[config.mk]
export PLATFORM = sky130hd
export DESIGN_NAME = display_scan_flat
export DESIGN_NICKNAME = d
export VERILOG_FILES = /design/src/rtl/display_scan_if.sv /design/src/rtl/display_scan.sv /design/src/flat_wrapper.sv
export SDC_FILE = /design/constraint.sdc
export NUM_CORES = 1
export LEC_CHECK = 0
export ABC_CLOCK_PERIOD_IN_PS = 3220
export CAP_MARGIN = 15
export CORE_ASPECT_RATIO = 2
export CORE_MARGIN = 2
export CORE_UTILIZATION = 45
export DETAILED_ROUTE_END_ITERATION = 7
export HOLD_SLACK_MARGIN = 0.05
export PLACE_DENSITY = 0.67
export SLEW_MARGIN = 30
export SYNTH_ARGS = -nofsm -noshare
export SYNTH_HDL_FRONTEND = slang
export SYNTH_SLANG_ARGS = --single-unit
[constraint.sdc]
create_clock -name clk_scan -period 3.22 [get_ports clk_scan]
set_input_delay 0.644 -clock clk_scan [delete_from_list [all_inputs] [get_ports clk_scan]]
set_output_delay 0.644 -clock clk_scan [all_outputs]
set_load 0.01 [all_outputs]
[src/rtl/display_scan_if.sv]
`default_nettype none
//------------------------------------------------------------------------------
// Module      : display_scan_if
// Description : Bundle between the display scan controller and its digit mux
//               and display pins.
// Revision    : 1.0 - initial release
//------------------------------------------------------------------------------
interface display_scan_if;
   logic       en_in;
   logic [3:0] digit_in;
   logic [1:0] sel_out;
   logic [6:0] seg_out;
   logic [2:0] an_out;
   logic       slot_tick_out;

   // slave: the scan controller itself
   modport slave (
      input  en_in,
      input  digit_in,
      output sel_out,
      output seg_out,
      output an_out,
      output slot_tick_out
   );

   // master: the surrounding system (mux, display, enable source)
   modport master (
      output en_in,
      output digit_in,
      input  sel_out,
      input  seg_out,
      input  an_out,
      input  slot_tick_out
   );
endinterface
`default_nettype wire

[src/rtl/display_scan.sv]
`default_nettype none
//------------------------------------------------------------------------------
// Module      : display_scan
// Description : 3-digit multiplexed 7-segment scan controller with a guard
//               interval after each digit-select change.
//               Optional macro DISPLAY_SCAN_LEAD_BLANK_EN blanks a zero
//               minutes digit.
// Revision    : 1.0 - initial release
//------------------------------------------------------------------------------
module display_scan #(
   parameter int SCAN_DIV = 50000,
   parameter int GUARD    = 2
) (
   input  wire logic     clk_scan,
   input  wire logic     rst_scan,
   display_scan_if.slave scan_if
);

   localparam int c_CNT_W = (SCAN_DIV > 1) ? $clog2(SCAN_DIV) : 1;
   localparam logic [c_CNT_W-1:0] c_CNT_LAST  = c_CNT_W'(SCAN_DIV - 1);
   localparam logic [c_CNT_W-1:0] c_CNT_LATCH = c_CNT_W'(GUARD - 1);
   localparam logic [c_CNT_W-1:0] c_CNT_ONE   = c_CNT_W'(1);

   localparam logic [1:0] c_ST_BLANK = 2'b00;
   localparam logic [1:0] c_ST_SEC   = 2'b01;
   localparam logic [1:0] c_ST_TEN   = 2'b10;
   localparam logic [1:0] c_ST_MIN   = 2'b11;

   localparam logic [6:0] c_SEG_BLANK = 7'b1111111;
   localparam logic [6:0] c_SEG_DASH  = 7'b0111111;

   logic [1:0]         r_state;
   logic [1:0]         w_state_next;
   logic [c_CNT_W-1:0] r_cnt;
   logic [6:0]         r_seg;
   logic [2:0]         r_an;
   logic               r_tick;
   logic [2:0]         w_an_lit;
   logic [6:0]         w_seg_dec;
   logic               w_slot_end;
   logic               w_latch;

   assign w_slot_end = scan_if.en_in && (r_cnt == c_CNT_LAST);
   assign w_latch    = scan_if.en_in && (r_cnt == c_CNT_LATCH);

   // State register; its encoding is also the mux select
   always_ff @(posedge clk_scan) begin
      if (rst_scan) begin
         r_state <= c_ST_BLANK;
      end else if (w_slot_end) begin
         r_state <= w_state_next;
      end
   end

   always_comb begin
      w_state_next = c_ST_BLANK;
      case (r_state)
         c_ST_BLANK: w_state_next = c_ST_SEC;
         c_ST_SEC:   w_state_next = c_ST_TEN;
         c_ST_TEN:   w_state_next = c_ST_MIN;
         c_ST_MIN:   w_state_next = c_ST_BLANK;
         default:    w_state_next = c_ST_BLANK;
      endcase
   end

   always_comb begin
      w_an_lit = 3'b111;
      case (r_state)
         c_ST_SEC: w_an_lit = 3'b110;
         c_ST_TEN: w_an_lit = 3'b101;
         c_ST_MIN: w_an_lit = 3'b011;
         default:  w_an_lit = 3'b111;
      endcase

      w_seg_dec = c_SEG_BLANK;
      case (scan_if.digit_in)
         4'h0:    w_seg_dec = 7'b1000000;
         4'h1:    w_seg_dec = 7'b1111001;
         4'h2:    w_seg_dec = 7'b0100100;
         4'h3:    w_seg_dec = 7'b0110000;
         4'h4:    w_seg_dec = 7'b0011001;
         4'h5:    w_seg_dec = 7'b0010010;
         4'h6:    w_seg_dec = 7'b0000010;
         4'h7:    w_seg_dec = 7'b1111000;
         4'h8:    w_seg_dec = 7'b0000000;
         4'h9:    w_seg_dec = 7'b0010000;
         4'hF:    w_seg_dec = c_SEG_BLANK;
         default: w_seg_dec = c_SEG_DASH;
      endcase
`ifdef DISPLAY_SCAN_LEAD_BLANK_EN
      // Leading minutes zero is blanked while its anode is still driven
      if ((r_state == c_ST_MIN) && (scan_if.digit_in == 4'h0)) begin
         w_seg_dec = c_SEG_BLANK;
      end
`endif
   end

   // Slot advance and digit latch are mutually exclusive since SCAN_DIV >= GUARD+2
   always_ff @(posedge clk_scan) begin
      if (rst_scan) begin
         r_cnt  <= '0;
         r_an   <= 3'b111;
         r_seg  <= c_SEG_BLANK;
         r_tick <= 1'b0;
      end else begin
         r_tick <= w_slot_end;
         if (scan_if.en_in) begin
            if (w_slot_end) begin
               r_cnt <= '0;
               r_an  <= 3'b111;
            end else begin
               r_cnt <= r_cnt + c_CNT_ONE;
               if (w_latch) begin
                  r_seg <= w_seg_dec;
                  r_an  <= w_an_lit;
               end
            end
         end
      end
   end

   assign scan_if.sel_out       = r_state;
   assign scan_if.seg_out       = r_seg;
   assign scan_if.an_out        = r_an;
   assign scan_if.slot_tick_out = r_tick;

endmodule
`default_nettype wire

[src/flat_wrapper.sv]
// flat-port wrapper written by rule: the top's interface ports become plain ports
module display_scan_flat 
#(
   parameter int SCAN_DIV = 50000,
   parameter int GUARD    = 2
)
  (clk_scan, rst_scan, scan_if_en_in, scan_if_digit_in, scan_if_sel_out, scan_if_seg_out, scan_if_an_out, scan_if_slot_tick_out);
  display_scan_if scan_if_i ();
  input  wire logic clk_scan;
  input  wire logic rst_scan;
  input wire logic [$bits(scan_if_i.en_in)-1:0] scan_if_en_in;
  input wire logic [$bits(scan_if_i.digit_in)-1:0] scan_if_digit_in;
  output wire logic [$bits(scan_if_i.sel_out)-1:0] scan_if_sel_out;
  output wire logic [$bits(scan_if_i.seg_out)-1:0] scan_if_seg_out;
  output wire logic [$bits(scan_if_i.an_out)-1:0] scan_if_an_out;
  output wire logic [$bits(scan_if_i.slot_tick_out)-1:0] scan_if_slot_tick_out;
  assign scan_if_i.en_in = scan_if_en_in;
  assign scan_if_i.digit_in = scan_if_digit_in;
  assign scan_if_sel_out = scan_if_i.sel_out;
  assign scan_if_seg_out = scan_if_i.seg_out;
  assign scan_if_an_out = scan_if_i.an_out;
  assign scan_if_slot_tick_out = scan_if_i.slot_tick_out;
  display_scan #(.SCAN_DIV(SCAN_DIV), .GUARD(GUARD)) u_core (.clk_scan(clk_scan), .rst_scan(rst_scan), .scan_if(scan_if_i));
endmodule
==> results.yml, run 1 <==
route:
  ant_nets: 0
  drt_drc_violations_left: 0
  avgRoutedWirePerCell_um: 14.24
  drt_iter0_markers: 25
  num_vias: 1316
  drtPass1Iterations: 4
  routed_wirelength_um: 3261
  detail_route.vias_per_cell: 5.747
logic_synthesis:
  postSynth.topFlopCell: "dfxtp_1"
  postSynthCellCount: 177
  post_synth_num_cell_types: 38
  syn_nets: 196
  synthArstFlopShare: 0
  synthTopCellsByCount: "dfxtp_1 (29), nor2_1 (17), a21oi_1 (12), ha_1 (12), inv_1 (11)"
  synth-edff-count: 0
  yosysSeqAreaShare: 0.3688
  yosys.cell_count.top_type: "dfxtp_1"
  synthesis.area_per_instance_um2: 8.893
  ys_ff_latch: 29
  synth.yosys.warnings: 0
  combined_area_of_all_synthesized_cells_um2: 1574
  yosys.area.top_type_share: 0.3688
  synth_top_area_cell: "dfxtp_1"
  synth_area_leaders: "dfxtp_1 (37%), ha_1 (9.5%), nor2_1 (4.1%)"
floorplan:
  coreArea_um2: 3378
  floorplan.rows: 30
  start_util: 0.4659
  die_w_um: 45.82
  die_height_um: 87.64
  fp.dieArea_um2: 4016
  design.portCount: 20
sta:
  worst_pin_slew_ns: 0.6096
  timing.clock.skew_ns: 0.005888
  total_count_of_max_transition_violations_in_the_final_report: 0
  maxSlewHeadroom: 0.5933
  max_freq_ghz: 0.4237
  unrepaired_setup_endpoints_after_global_routing: "false"
  setup_viol: 0
  setup-tns-final_ns: 0
  post-route-period-util: 0.7329
  finalCriticalPeriod_ns: 2.360
  finalHoldViolations: 0
worst_setup_path:
  worst_reg_to_reg_setup_slack_ns: 1.24
  start_kind: "primary input"
  worst_setup_path_end_kind: "register"
  timing.critical_path.required_ns: 3.35
  arrival_ns: 2.49
  critical_path_maximum_fanout: 15
  critical_path_class: "in2reg"
global_routing:
  number_of_global_route_vias_before_repair: 1274
  gr-total-overflow: 0
  globalRouteTotalUtil: 0.1854
  largest_net_degree_at_the_start_of_global_routing: 16
  antenna_violations_before_repair: 0
  grt_first_pass_wirelength_um: 5471
final_layout:
  post_layout_nets: 216
  final_layout_size_suffix_gt1_frac: 0.06091
  sequential_cell_area_um2: 580.6
  fillerInstances: 308
  layout.cells.non_filler: 229
  syn2layout_area_growth_pct: 17.89
  multi_input_comb_area_um2: 917.1
  antenna_cells: 0
flow_run:
  maxCapViolations: 0
clocking:
  worst_setup_hold_path_clk_slew_ns: 0.05
  numCtsBuffers: 5
  clock_tree.buffer_depth: 2
  clockRootBuffer: "clkbuf_8"
  postCtsResizedCells: 0
  cts_hold_buf: 0
  post_cts_setup_buffers: 0
  h-tree-depth: 2
  clock_insertion_delay_worst_skew_ns: 0.27
  tritoncts: "done"
  tritoncts_num_sinks: 29
place:
  dpl.cell_count: 222
  gp_congestion: 0.8078
  port_buffers: 19
  total_half_perimeter_wirelength_after_legalization_and_detailed_placement_um: 2603
power:
  clock_power_share: 0.394
  power.density_nw_per_um2: 399.3
  net-switching-power_uw: 167.6
  power.share.combinational: 0.099
  vdd.ir_drop.worst_mv: 0.3950
  internal_power_uw: 573.3
  power_leakage_uw: 0.0006991
  netSwitchingFraction: 0.2263
  p_seq_frac: 0.507
hold_path:
  worst_hold_path_type: "reg2reg"
run_status:
  run_status: "completed"
==> logic make-up after synthesis <==
group	after synthesis	share of synthesized area
compound gates	36	0.1534
fa+ha+maj	12	0.09539
xor+xnor	12	0.06677
flops	29	0.3688
buf+inv	17	0.04849
simple gates	71	0.2671
==> stage by stage <==
step                      cell area [µm²]  setup WS [ns]  power [µW]  hold WS [ns]  utilization
after CTS                            1856         0.8616       752.2        0.4652       0.5493
after floorplan                      1574          1.511       426.3        0.4737            -
after detailed placement             1769         0.5511       457.8        0.4520       0.5237
after global routing                 1856         0.7189       778.7        0.4754       0.5493
final                                1856         0.8599       740.9        0.4592       0.5493
after global placement               1769         0.6702       455.3        0.4457       0.5237
==> final cells by class <==
cell class / count / share of cell area
clock buffer: 7 / 0.04653
multi-input combinational: 131 / 0.4943
tap: 32 / 0.02158
inverter: 11 / 0.02225
timing repair buffer: 19 / 0.1025
sequential: 29 / 0.3129
==> power by group through the flow <==
stage	Combinational, µW	Sequential [µW]	Clock, µW
floorplan	40.9	385	0
global placement	72.3	383	0
detailed placement	74.3	384	0
CTS	74.6	376	302
global route	81.6	377	320
finish	73.7	376	292
==> final timing paths <==
check / start / cells past startpoint / to
min reg2reg: u_core.scan_if.seg_out[0] / 1 / u_core.scan_if.seg_out[0]
max reg2reg: u_core.r_cnt[0] / 5 / u_core.r_cnt[8]
min: u_core.scan_if.seg_out[0] / 1 / u_core.scan_if.seg_out[0]
max: scan_if_en_in / 5 / u_core.r_cnt[8]
==> critical path: stages <==
cell	delay [ns]
clkdlybuf4s50_1	0.63
and4_2	0.36
nand4_1	0.18
o21bai_2	0.55
nor2_1	0.12
==> state kept, by name (all words and copies together) (netlist names) <==
register                      cells
u_core.scan_if.slot_tick_out      1
u_core.scan_if.an_out             3
u_core.r_cnt                     16
u_core.scan_if.sel_out            2
u_core.scan_if.seg_out            7
==> routing by layer <==
metal | part of all wire | global-route usage | vias up
li1 | - | - | 678
met1 | 0.39 | 0.1804 | 614
met2 | 0.57 | 0.3483 | 18
met3 | 0.020 | 0.04330 | 6
met4 | 0.022 | 0.07792 | 0
met5 | 0 | 0 | -
==> cells in the final DEF (no fill, tap or decap), drive strengths merged, types with 4 or more instances in the layout <==
master,n
a21oi,12
o21ai,7
nor4,5
dfxtp,29
clkdlybuf4s50,19
nor3,8
xnor2,7
and4,6
inv,11
clkbuf,7
nand4,4
nand2,6
nor2,17
a211o,7
and3,5
ha,12
xor2,5
nand3,7
No activity file was read; power rests on OpenSTA's default activity.
==> run 2: changes to the inputs <==
--- a/config.mk
+++ b/config.mk
@@ -5,7 +5,7 @@
 export SDC_FILE = /design/constraint.sdc
 export NUM_CORES = 1
 export LEC_CHECK = 0
-export ABC_CLOCK_PERIOD_IN_PS = 3220
+export ABC_CLOCK_PERIOD_IN_PS = 2300
 export CAP_MARGIN = 15
 export CORE_ASPECT_RATIO = 2
 export CORE_MARGIN = 2
==> constraint.sdc (replaced) <==
create_clock -name clk_scan -period 2.3 [get_ports clk_scan]
set_input_delay 0.46 -clock clk_scan [delete_from_list [all_inputs] [get_ports clk_scan]]
set_output_delay 0.46 -clock clk_scan [all_outputs]
set_load 0.01 [all_outputs]
==> run 2 against run 1 <==
Die area did not move. Cell area rose by 4.9%. Worst hold slack improved by 0.0044 ns. Non-clock buffer count rose by 8. Final cell count rose by 3.9%. Register-to-register slack got worse by 0.72 ns. Flip-flop and latch count did not move. Core utilization rose by 2.7 points. Critical endpoint is now u_core.scan_if.seg_out[6]. Largest power group is now the clock network.
==> results.yml, run 2 (synthesis gave the netlist of run 1 again) <==
run_status:
  run_status: "completed"
route:
  routed_wirelength_um: 3561
  drt_iter0_markers: 24
  detail_route.vias_per_cell: 5.870
  num_vias: 1397
  drt_drc_violations_left: 0
  ant_nets: 0
  drtPass1Iterations: 4
  avgRoutedWirePerCell_um: 14.96
sta:
  timing.clock.skew_ns: 0.006560
  finalHoldViolations: 0
  maxSlewHeadroom: 0.6676
  setup-tns-final_ns: 0
  post-route-period-util: 0.8201
  unrepaired_setup_endpoints_after_global_routing: "false"
  setup_viol: 0
  max_freq_ghz: 0.5302
  finalCriticalPeriod_ns: 1.886
  worst_pin_slew_ns: 0.4947
  total_count_of_max_transition_violations_in_the_final_report: 0
final_layout:
  finish.utilization: 0.5759
  max_ffs_per_register: 16
  most_common_cell_after_layout_fill_and_taps_aside: "dfxtp_1"
  syn2layout_area_growth_pct: 23.61
  final_layout_size_suffix_gt1_frac: 0.1019
  post_layout_nets: 224
  antenna_cells: 0
  multi_input_comb_area_um2: 917.1
  sequential_cell_area_um2: 580.6
  finalInstanceArea_um2: 1946
  largest-register: "u_core.r_cnt"
  layout.cells.most_common_list: "dfxtp_1 (29), clkdlybuf4s50_1 (19), nor2_1 (17)"
  fillerInstances: 301
clocking:
  clock_insertion_delay_worst_skew_ns: 0.28
  worst_setup_hold_path_clk_slew_ns: 0.06
  clock_tree.buffer_depth: 2
  numCtsBuffers: 5
  postCtsResizedCells: 0
  h-tree-depth: 2
  tritoncts_num_sinks: 29
  cts_hold_buf: 0
  post_cts_setup_buffers: 0
  clockRootBuffer: "clkbuf_8"
  tritoncts: "done"
global_routing:
  largest_net_degree_at_the_start_of_global_routing: 13
  grt_first_pass_wirelength_um: 5540
  number_of_global_route_vias_before_repair: 1290
  antenna_violations_before_repair: 0
  globalRouteTotalUtil: 0.1889
  gr-total-overflow: 0
worst_setup_path:
  worstReg2RegEnd: "u_core.scan_if.seg_out[2]"
  cp_num_buf_inv: 1
  arrival_ns: 2.05
  r2r.worst_path.cells: 4
  timing.critical_path.max_delay_family: "simple AND/OR/NAND/NOR gates"
  critical_path_maximum_fanout: 7
  worst_reg_to_reg_setup_slack_ns: 0.52
  start_kind: "primary input"
  crit_chain: "clkdlybuf4s50_1 -> nor3b_2 -> nand3_1 -> a2111oi_0 -> o21bai_1"
  worst_path_largest_cell_delay_ns: 0.56
  timing.critical_path.required_ns: 2.47
  regToRegStartpoint: "u_core.r_cnt[4]"
  critical_path_class: "in2reg"
  worst_setup_path_end_kind: "register"
  crit_path_top_delay_cell: "clkdlybuf4s50_1"
place:
  gp_congestion: 0.8436
  placed_standard_cell_area_um2: 1829
  port_buffers: 19
  total_half_perimeter_wirelength_after_legalization_and_detailed_placement_um: 2755
floorplan:
  coreArea_um2: 3378
  floorplan.rows: 30
  die_w_um: 45.82
  fp.dieArea_um2: 4016
  start_util: 0.4659
  design.portCount: 20
  die_height_um: 87.64
hold_path:
  min-delay-start: "u_core.scan_if.seg_out[5]"
  worst_hold_path.endpoint: "u_core.scan_if.seg_out[5]"
  worst_hold_path_type: "reg2reg"
  holdPathStages: 1
power:
  power_leakage_uw: 0.0007515
  vdd.ir_drop.worst_mv: 0.5128
  power.density_nw_per_um2: 605.9
flow_run:
  maxCapViolations: 0
run 2: worst max path at each step:
stage,from,end,slack (ns),cells after the start
6_report,scan_if_en_in,u_core.scan_if.seg_out[6],0.41,5
5_1_grt,scan_if_en_in,u_core.scan_if.seg_out[6],0.12,5
4_1_cts,scan_if_en_in,u_core.scan_if.seg_out[5],0.42,5
3_5_place_dp,scan_if_en_in,u_core.scan_if.seg_out[6],0.13,5
2_1_floorplan,u_core.r_cnt[0],u_core.r_cnt[4],0.65,7
3_3_place_gp,scan_if_en_in,u_core.scan_if.seg_out[6],0.17,5
run 2: per-layer routing:
metal,global-route usage,share of wire,vias up
met2,0.3611,0.58,34
met3,0.04536,0.036,9
met4,0.09351,0.023,0
met1,0.1697,0.36,665
li1,-,-,689
met5,0,0,-
run 2: where the power goes:
| group | internal (µW) | switching, µW | total, µW | leakage (µW) |
|---|---|---|---|---|
| Combinational | 56.8 | 53.4 | 110 | 0.000458 |
| Clock | 353 | 190 | 542 | 0.0000585 |
| Sequential | 515 | 11.4 | 526 | 0.000235 |
| Total | 924 | 254 | 1180 | 0.000752 |
run 2: through the flow:
step	total power [µW]	worst slack [ns]	cells	hold WS (ns)
2_1_floorplan	596.9	0.6454	177	0.4737
3_3_place_gp	644.3	0.1668	230	0.4490
3_5_place_dp	648.2	0.1269	230	0.4540
4_1_cts	1195	0.4223	238	0.4685
5_1_grt	1223	0.1244	238	0.4919
6_report	1179	0.4138	238	0.4636
run 2: layout make-up:
type	count	area share
multi-input cells	131	0.4714
flip-flops and latches	29	0.2984
repair buffers	27	0.1286
clock buffers	7	0.04437
inverters	11	0.02122
well taps	32	0.02058
clock inverters	1	0.01543
